### src/rtl/gba_sound_pkg.sv
// Shared constants for the direct-sound FIFOs: channel addresses, bus size codes, refill threshold.
// Also holds the little-endian byte selector used to pick a sample out of a stored word.
package gba_sound_pkg;

  localparam logic [31:0] FIFO_A_ADDR = 32'h0400_00A0;
  localparam logic [31:0] FIFO_B_ADDR = 32'h0400_00A4;

  localparam logic [1:0] SIZE_BYTE = 2'b00;
  localparam logic [1:0] SIZE_HALF = 2'b01;
  localparam logic [1:0] SIZE_WORD = 2'b10;

  localparam int REQ_THRESH_DEF = 4;

  function automatic logic [7:0] word_byte(input logic [31:0] w, input logic [1:0] idx);
    case (idx)
      2'd0:    return w[7:0];
      2'd1:    return w[15:8];
      2'd2:    return w[23:16];
      default: return w[31:24];
    endcase
  endfunction

endpackage

### src/rtl/sound_word_fifo.sv
// DEPTH x 32 word store; push lands next clock, head word is read combinationally.
// A push into a full FIFO is dropped unless a pop in the same cycle frees a slot.
module sound_word_fifo #(
  parameter int DEPTH = 8
) (
  input  logic                    clk,
  input  logic                    rst_b,
  input  logic                    push_i,
  input  logic                    pop_i,
  input  logic                    clear_i,
  input  logic [31:0]             wdata_i,
  output logic [31:0]             rdata_o,
  output logic                    full_o,
  output logic                    empty_o,
  output logic                    push_ok_o,
  output logic [$clog2(DEPTH):0]  level_o,
  output logic [$clog2(DEPTH):0]  level_nxt_o
);
  localparam int AW = $clog2(DEPTH);
  localparam int LW = AW + 1;

  logic [31:0]   mem_q [DEPTH];
  logic [AW-1:0] wr_ptr_q, wr_ptr_d;
  logic [AW-1:0] rd_ptr_q, rd_ptr_d;
  logic [LW-1:0] level_q, level_d;
  logic          push_ok, pop_ok;

  assign full_o      = (level_q == LW'(DEPTH));
  assign empty_o     = (level_q == '0);
  assign pop_ok      = pop_i & ~empty_o;
  assign push_ok     = push_i & (~full_o | pop_ok);
  assign push_ok_o   = push_ok;
  assign rdata_o     = mem_q[rd_ptr_q];
  assign level_o     = level_q;
  assign level_nxt_o = level_d;

  always_comb begin
    wr_ptr_d = wr_ptr_q;
    rd_ptr_d = rd_ptr_q;
    level_d  = level_q;
    if (clear_i) begin
      wr_ptr_d = '0;
      rd_ptr_d = '0;
      level_d  = '0;
    end else begin
      if (push_ok) wr_ptr_d = wr_ptr_q + 1'b1;
      if (pop_ok)  rd_ptr_d = rd_ptr_q + 1'b1;
      level_d = level_q + LW'(push_ok) - LW'(pop_ok);
    end
  end

  always_ff @(posedge clk or negedge rst_b) begin
    if (!rst_b) begin
      wr_ptr_q <= '0;
      rd_ptr_q <= '0;
      level_q  <= '0;
    end else begin
      wr_ptr_q <= wr_ptr_d;
      rd_ptr_q <= rd_ptr_d;
      level_q  <= level_d;
    end
  end

  // Storage needs no reset: level gates every read of it.
  always_ff @(posedge clk) begin
    if (push_ok && !clear_i) mem_q[wr_ptr_q] <= wdata_i;
  end

endmodule

### src/rtl/dma_sound_fifo.sv
// Direct-sound channel FIFO: bus write decode, halfword staging, per-tick sample output, refill request.
// Zero wait states; samples and flag pulses are registered one clock after the causing event.
module dma_sound_fifo
  import gba_sound_pkg::*;
#(
  parameter logic [31:0] FIFO_ADDR  = FIFO_A_ADDR,
  parameter int          DEPTH      = 8,
  parameter int          REQ_THRESH = REQ_THRESH_DEF
) (
  input  logic                    clk,
  input  logic                    rst_b,
  input  logic                    bus_valid,
  input  logic [31:0]             bus_addr,
  input  logic [31:0]             bus_wdata,
  input  logic [1:0]              bus_size,
  input  logic                    bus_wen,
  input  logic                    fifo_clear,
  input  logic                    req_en,
  input  logic                    timer_tick,
  output logic [7:0]              sample_out,
  output logic                    sound_req,
  output logic [$clog2(DEPTH):0]  level,
  output logic                    overflow,
  output logic                    underflow
);
  localparam int LW = $clog2(DEPTH) + 1;

  logic          addr_hit, word_wr, half_wr, half_hi;
  logic          push, pop, tick_ok;
  logic [31:0]   push_data, head_word;
  logic          full, empty, push_ok;
  logic [LW-1:0] level_nxt;
  logic          unused_addr0;

  logic [15:0] stage_q, stage_d;
  logic [1:0]  byte_idx_q, byte_idx_d;
  logic [7:0]  sample_q, sample_d;
  logic        req_q, req_d;
  logic        ovf_q, ovf_d;
  logic        unf_q, unf_d;

  assign addr_hit  = bus_valid & bus_wen & (bus_addr[31:2] == FIFO_ADDR[31:2]);
  assign word_wr   = addr_hit & (bus_size == SIZE_WORD);
  assign half_wr   = addr_hit & (bus_size == SIZE_HALF);
  assign half_hi   = half_wr & bus_addr[1];
  assign push      = word_wr | half_hi;
  assign push_data = word_wr ? bus_wdata : {bus_wdata[31:16], stage_q};
  assign tick_ok   = timer_tick & ~empty;
  assign pop       = tick_ok & (byte_idx_q == 2'd3);
  assign unused_addr0 = bus_addr[0];

  sound_word_fifo #(.DEPTH(DEPTH)) u_fifo (
    .clk         (clk),
    .rst_b       (rst_b),
    .push_i      (push),
    .pop_i       (pop),
    .clear_i     (fifo_clear),
    .wdata_i     (push_data),
    .rdata_o     (head_word),
    .full_o      (full),
    .empty_o     (empty),
    .push_ok_o   (push_ok),
    .level_o     (level),
    .level_nxt_o (level_nxt)
  );

  // Clear wins over everything in the same cycle, including flag pulses.
  always_comb begin
    stage_d    = stage_q;
    byte_idx_d = byte_idx_q;
    sample_d   = sample_q;
    req_d      = 1'b0;
    ovf_d      = 1'b0;
    unf_d      = 1'b0;
    if (fifo_clear) begin
      stage_d    = '0;
      byte_idx_d = '0;
      sample_d   = '0;
    end else begin
      if (half_wr) stage_d = half_hi ? 16'h0000 : bus_wdata[15:0];
      if (tick_ok) begin
        sample_d   = word_byte(head_word, byte_idx_q);
        byte_idx_d = byte_idx_q + 2'd1;
      end
      unf_d = timer_tick & empty;
      ovf_d = push & ~push_ok;
      req_d = pop & req_en & (level_nxt <= LW'(REQ_THRESH));
    end
  end

  always_ff @(posedge clk or negedge rst_b) begin
    if (!rst_b) begin
      stage_q    <= '0;
      byte_idx_q <= '0;
      sample_q   <= '0;
      req_q      <= 1'b0;
      ovf_q      <= 1'b0;
      unf_q      <= 1'b0;
    end else begin
      stage_q    <= stage_d;
      byte_idx_q <= byte_idx_d;
      sample_q   <= sample_d;
      req_q      <= req_d;
      ovf_q      <= ovf_d;
      unf_q      <= unf_d;
    end
  end

  assign sample_out = sample_q;
  assign sound_req  = req_q;
  assign overflow   = ovf_q;
  assign underflow  = unf_q;

endmodule

### config.mk
export PLATFORM = sky130hd
export DESIGN_NAME = dma_sound_fifo
export DESIGN_NICKNAME = d
export VERILOG_FILES = /design/src/rtl/gba_sound_pkg.sv /design/src/rtl/sound_word_fifo.sv /design/src/rtl/dma_sound_fifo.sv
export SDC_FILE = /design/constraint.sdc
export NUM_CORES = 1
export LEC_CHECK = 0
export CORE_MARGIN = 2
export CORE_UTILIZATION = 30
export DETAILED_ROUTE_END_ITERATION = 8
export DONT_BUFFER_PORTS = 1
export SLEW_MARGIN = 20
export SYNTH_ARGS = -nofsm -noshare
export SYNTH_HDL_FRONTEND = slang
export SYNTH_SLANG_ARGS = --single-unit
export TNS_END_PERCENT = 30
### constraint.sdc
create_clock -name clk -period 9.8 [get_ports clk]
set_clock_uncertainty 0.1 [all_clocks]
set_input_delay 1.47 -clock clk [delete_from_list [all_inputs] [get_ports clk]]
set_output_delay 1.47 -clock clk [all_outputs]
set_load 0.01 [all_outputs]
==> impl_results.md <==
* Total die area at roughly 0.041 mm2
* Total setup buffers inserted after CTS at 0
* Clock network fraction of total power at 0.455
* GR Layer Usage met3 at 0.0268
* Core footprint at around 0.04 mm2
* Maximum number of pins on one net before global-route repair at between 50 and 60
* Number of vias after detailed routing at ~5,800
* Pwr Density at ~180 mW/mm2
* H-tree Lvls at 1
* Sequential element share of the synthesized area at 0.724
* Met1 capacity usage during global routing at 0.167
* GRT met2 Usage at 0.207
* Leading cell types in the layout, fill and taps excluded: edfxtp_1, mux2_2, mux4_2
* Clock-pin slew reported for the worst setup and hold paths after clock tree synthesis at ~60 ps
* Max-slew violation total from the final report at 0
* Final Hold Fails at 0
* Ordered list of cells on the worst path: nor4b_1, nand4_1, nor4_1, nand2b_1, nor3_2, buf_4
* Port Buffer Count at 0
* Final cycle utilization of the critical path at 0.365
* Detailed-route DRC error count at 0
* Antenna violations before repair at 0
* Worst-margin pin slew at roughly 940 ps
* Clock period minus worst slack at 3580 ps
* Worst setup path category: input port to flip-flop
* Number of nets in the layout at 727
* Highest attainable clock frequency at between 0.2 and 0.3 GHz
* TritonCTS clock tree: yes
* Run status: complete, no violations
* TNS Setup at 0 ps
* Share of flip-flops with an asynchronous set or reset at 0.132
* Synth Area per Inst at roughly 19 um2
* Initial DRT Pass Iterations at 4
* Setup Viol. Count Final at 0
* Worst hold path cell count at 1
* Global routing's busiest layer: met2
* CTS Root Cell: clkbuf_16
* Leakage power figure at about 4.7 nW
* YS warnings at 0
* Fraction of power consumed by sequential logic at 0.543
* CP Data Required Time at between 9000 and 10,000 ps
* Mean number of vias per cell at ~5
* Synthesis-to-finish area growth at 13.5%
* Number of routed nets with antenna violations at 0
* Most frequent standard cell in the layout excluding fill and tap cells: edfxtp_1
* Post-synth EDFFs at ~260
* Unrepaired setup endpoints after global routing: no
* 1st-iter DRT viols at 530
* Worst-Skew Late Latency at 560 ps
* Combinational cell fraction of total power at 0.002
* GP Congestion at between 0.7 and 0.8
* First-pass GRT wire length at ~38,000 um
* Synth Instances at 628
* Cell count after placement at 1,133
* Hold Path Class: flip-flop to flip-flop
* Overall die width at 204 um
* CP peak stage delay at around 540 ps
* Largest delay share family, worst path: simple AND/OR/NAND/NOR gates
* # clock sinks at 295
* Number of standard cells in the layout, taps in and fillers out at about 1,200
* Slew headroom at 0.369
* Startpoint Class: input port
* Internal power contribution at around 2 mW
* Post-synth design cell area at 0.0120 mm2
* Standard-cell row count at 73
* Grt total ovfl at 0
* Layout cell share with drive strength beyond 1 at 0.247
* Overall fraction of global-route tracks in use at 0.125
* Count of antenna diodes in the layout at 0
* Clock buffer count from CTS at 30
* Tot Pwr at 2.50 mW
* Standard cell area after detailed placement at around 0.013 mm2
* Depth of the critical timing path with buffers and inverters included at 6
* Initial Utilization at 0.302
* Total detailed-routing wirelength at around 26,000 um
* Die Y at 204 um
* Hold slack final at ~400 ps
* Yosys reg bits at a little under 300
* Number of distinct standard cells referenced by the synthesized netlist at 48
* Buffer levels on the longest clock path at 3
* Max-Cap Viols at 0
* Average routed wire per standard cell at about 22 um
* Count of boundary I/O pins at 88
* Most used DFF post-synth: edfxtp_1
* Power dissipated by switching net loads at ~470 uW
* Buf+Inv Stages, Crit Path at 1
* Resized cells post-CTS at 0
* Count of hold buffers inserted by post-cts repair at 0
* Crit end category: flip-flop
* Depth of the most critical reg-to-reg path at 5
* Fraction of power spent switching nets at 0.187
* Post-Synthesis Net Count at between 700 and 800
* Critical path data arrival time at roughly 3700 ps
* Detail Placement HPWL at approximately 15,000 um
* VDD IR-drop max at between 0.1 and 0.15 mV
* Largest fanout on the critical path at 32
* Area of all placed cells without fillers at 0.0136 mm2
* Worst path slowest cell: buf_4
* Vias in the first global route at roughly 6,000
==> power by group through the flow <==
stage / logic [mW] / registers [mW] / clock network [mW]
3_3_place_gp: 0.00485 / 1.38 / 0
2_1_floorplan: 0.00459 / 1.38 / 0
5_1_grt: 0.00531 / 1.36 / 1.21
3_5_place_dp: 0.00485 / 1.38 / 0
4_1_cts: 0.00487 / 1.36 / 1.16
6_report: 0.00485 / 1.36 / 1.13
==> flip-flops by register name, indices dropped and copies added (netlist names) <==
signal	flops
u_fifo.rd_ptr_q	3
byte_idx_q	2
overflow	1
u_fifo.mem_q	256
stage_q	16
u_fifo.wr_ptr_q	3
sample_out	8
u_fifo.level_o	4
underflow	1
sound_req	1
==> area by class of cell <==
cell class	instances	area (um2)
Clock buffer	40	788
Timing Repair Buffer	12	90.1
Clock inverter	16	203
Multi-Input combinational cell	287	3110
Fill cell	3702	26000
Tap cell	525	657
Inverter	14	52.6
Sequential cell	295	8670
==> layer usage <==
metal | wire, um | part of all wire
met1 | 11000 | 0.43
met2 | 13000 | 0.50
met3 | 1430 | 0.055
met4 | 453 | 0.018
met5 | 0 | 0
==> path summary, 6_finish.rpt <==
kind                                                start                             to  slack [ps]
max in group asynchronous                           rst_b         stage_q[3]$_DFFE_PN0P_        8990
setup / recovery                             bus_addr[29]  u_fifo.mem_q[0][24]$_DFFE_PP_        6220
min in group asynchronous                           rst_b             overflow$_DFF_PN0_         510
hold reg to reg                    stage_q[6]$_DFFE_PN0P_         stage_q[6]$_DFFE_PN0P_         400
setup reg to reg           u_fifo.rd_ptr_q[0]$_DFFE_PN0P_      sample_out[2]$_DFFE_PN0P_        6370
hold / removal                     stage_q[6]$_DFFE_PN0P_         stage_q[6]$_DFFE_PN0P_         400
==> cell usage after synthesis (9+ instances only) <==
cell type	n	area share
edfxtp_1	256	0.64
inv_1	14	0.0044
o221ai_1	16	0.012
mux4_2	44	0.083
ha_1	13	0.014
a21oi_1	10	0.0042
mux2_2	52	0.049
nor2_1	22	0.0069
clkbuf_1	14	0.0044
nand2_1	11	0.0035
a22o_1	22	0.016
nor4_1	9	0.0047
dfrtp_1	39	0.082
==> cell families (layout without fill, tap and decap cells) <==
family | after synthesis | after routing | synth area share
multiplexers | 109 | 109 | 0.148
XOR/XNOR | 7 | 7 | 0.00513
adder cells (fa/ha/maj) | 14 | 14 | 0.0153
buffers and inverters | 46 | 82 | 0.0199
flip-flops | 295 | 295 | 0.724
AND/OR/NAND/NOR | 84 | 84 | 0.0399
AO/OA/AOI/OAI | 73 | 73 | 0.0470
==> stage by stage <==
step	util	worst slack, ps
CTS	0.343	6130
global placement	0.318	5600
floorplan	-	4570
finish	0.343	6220
detailed placement	0.318	5540
global route	0.343	6020
No activity file was read; power rests on OpenSTA's default activity.
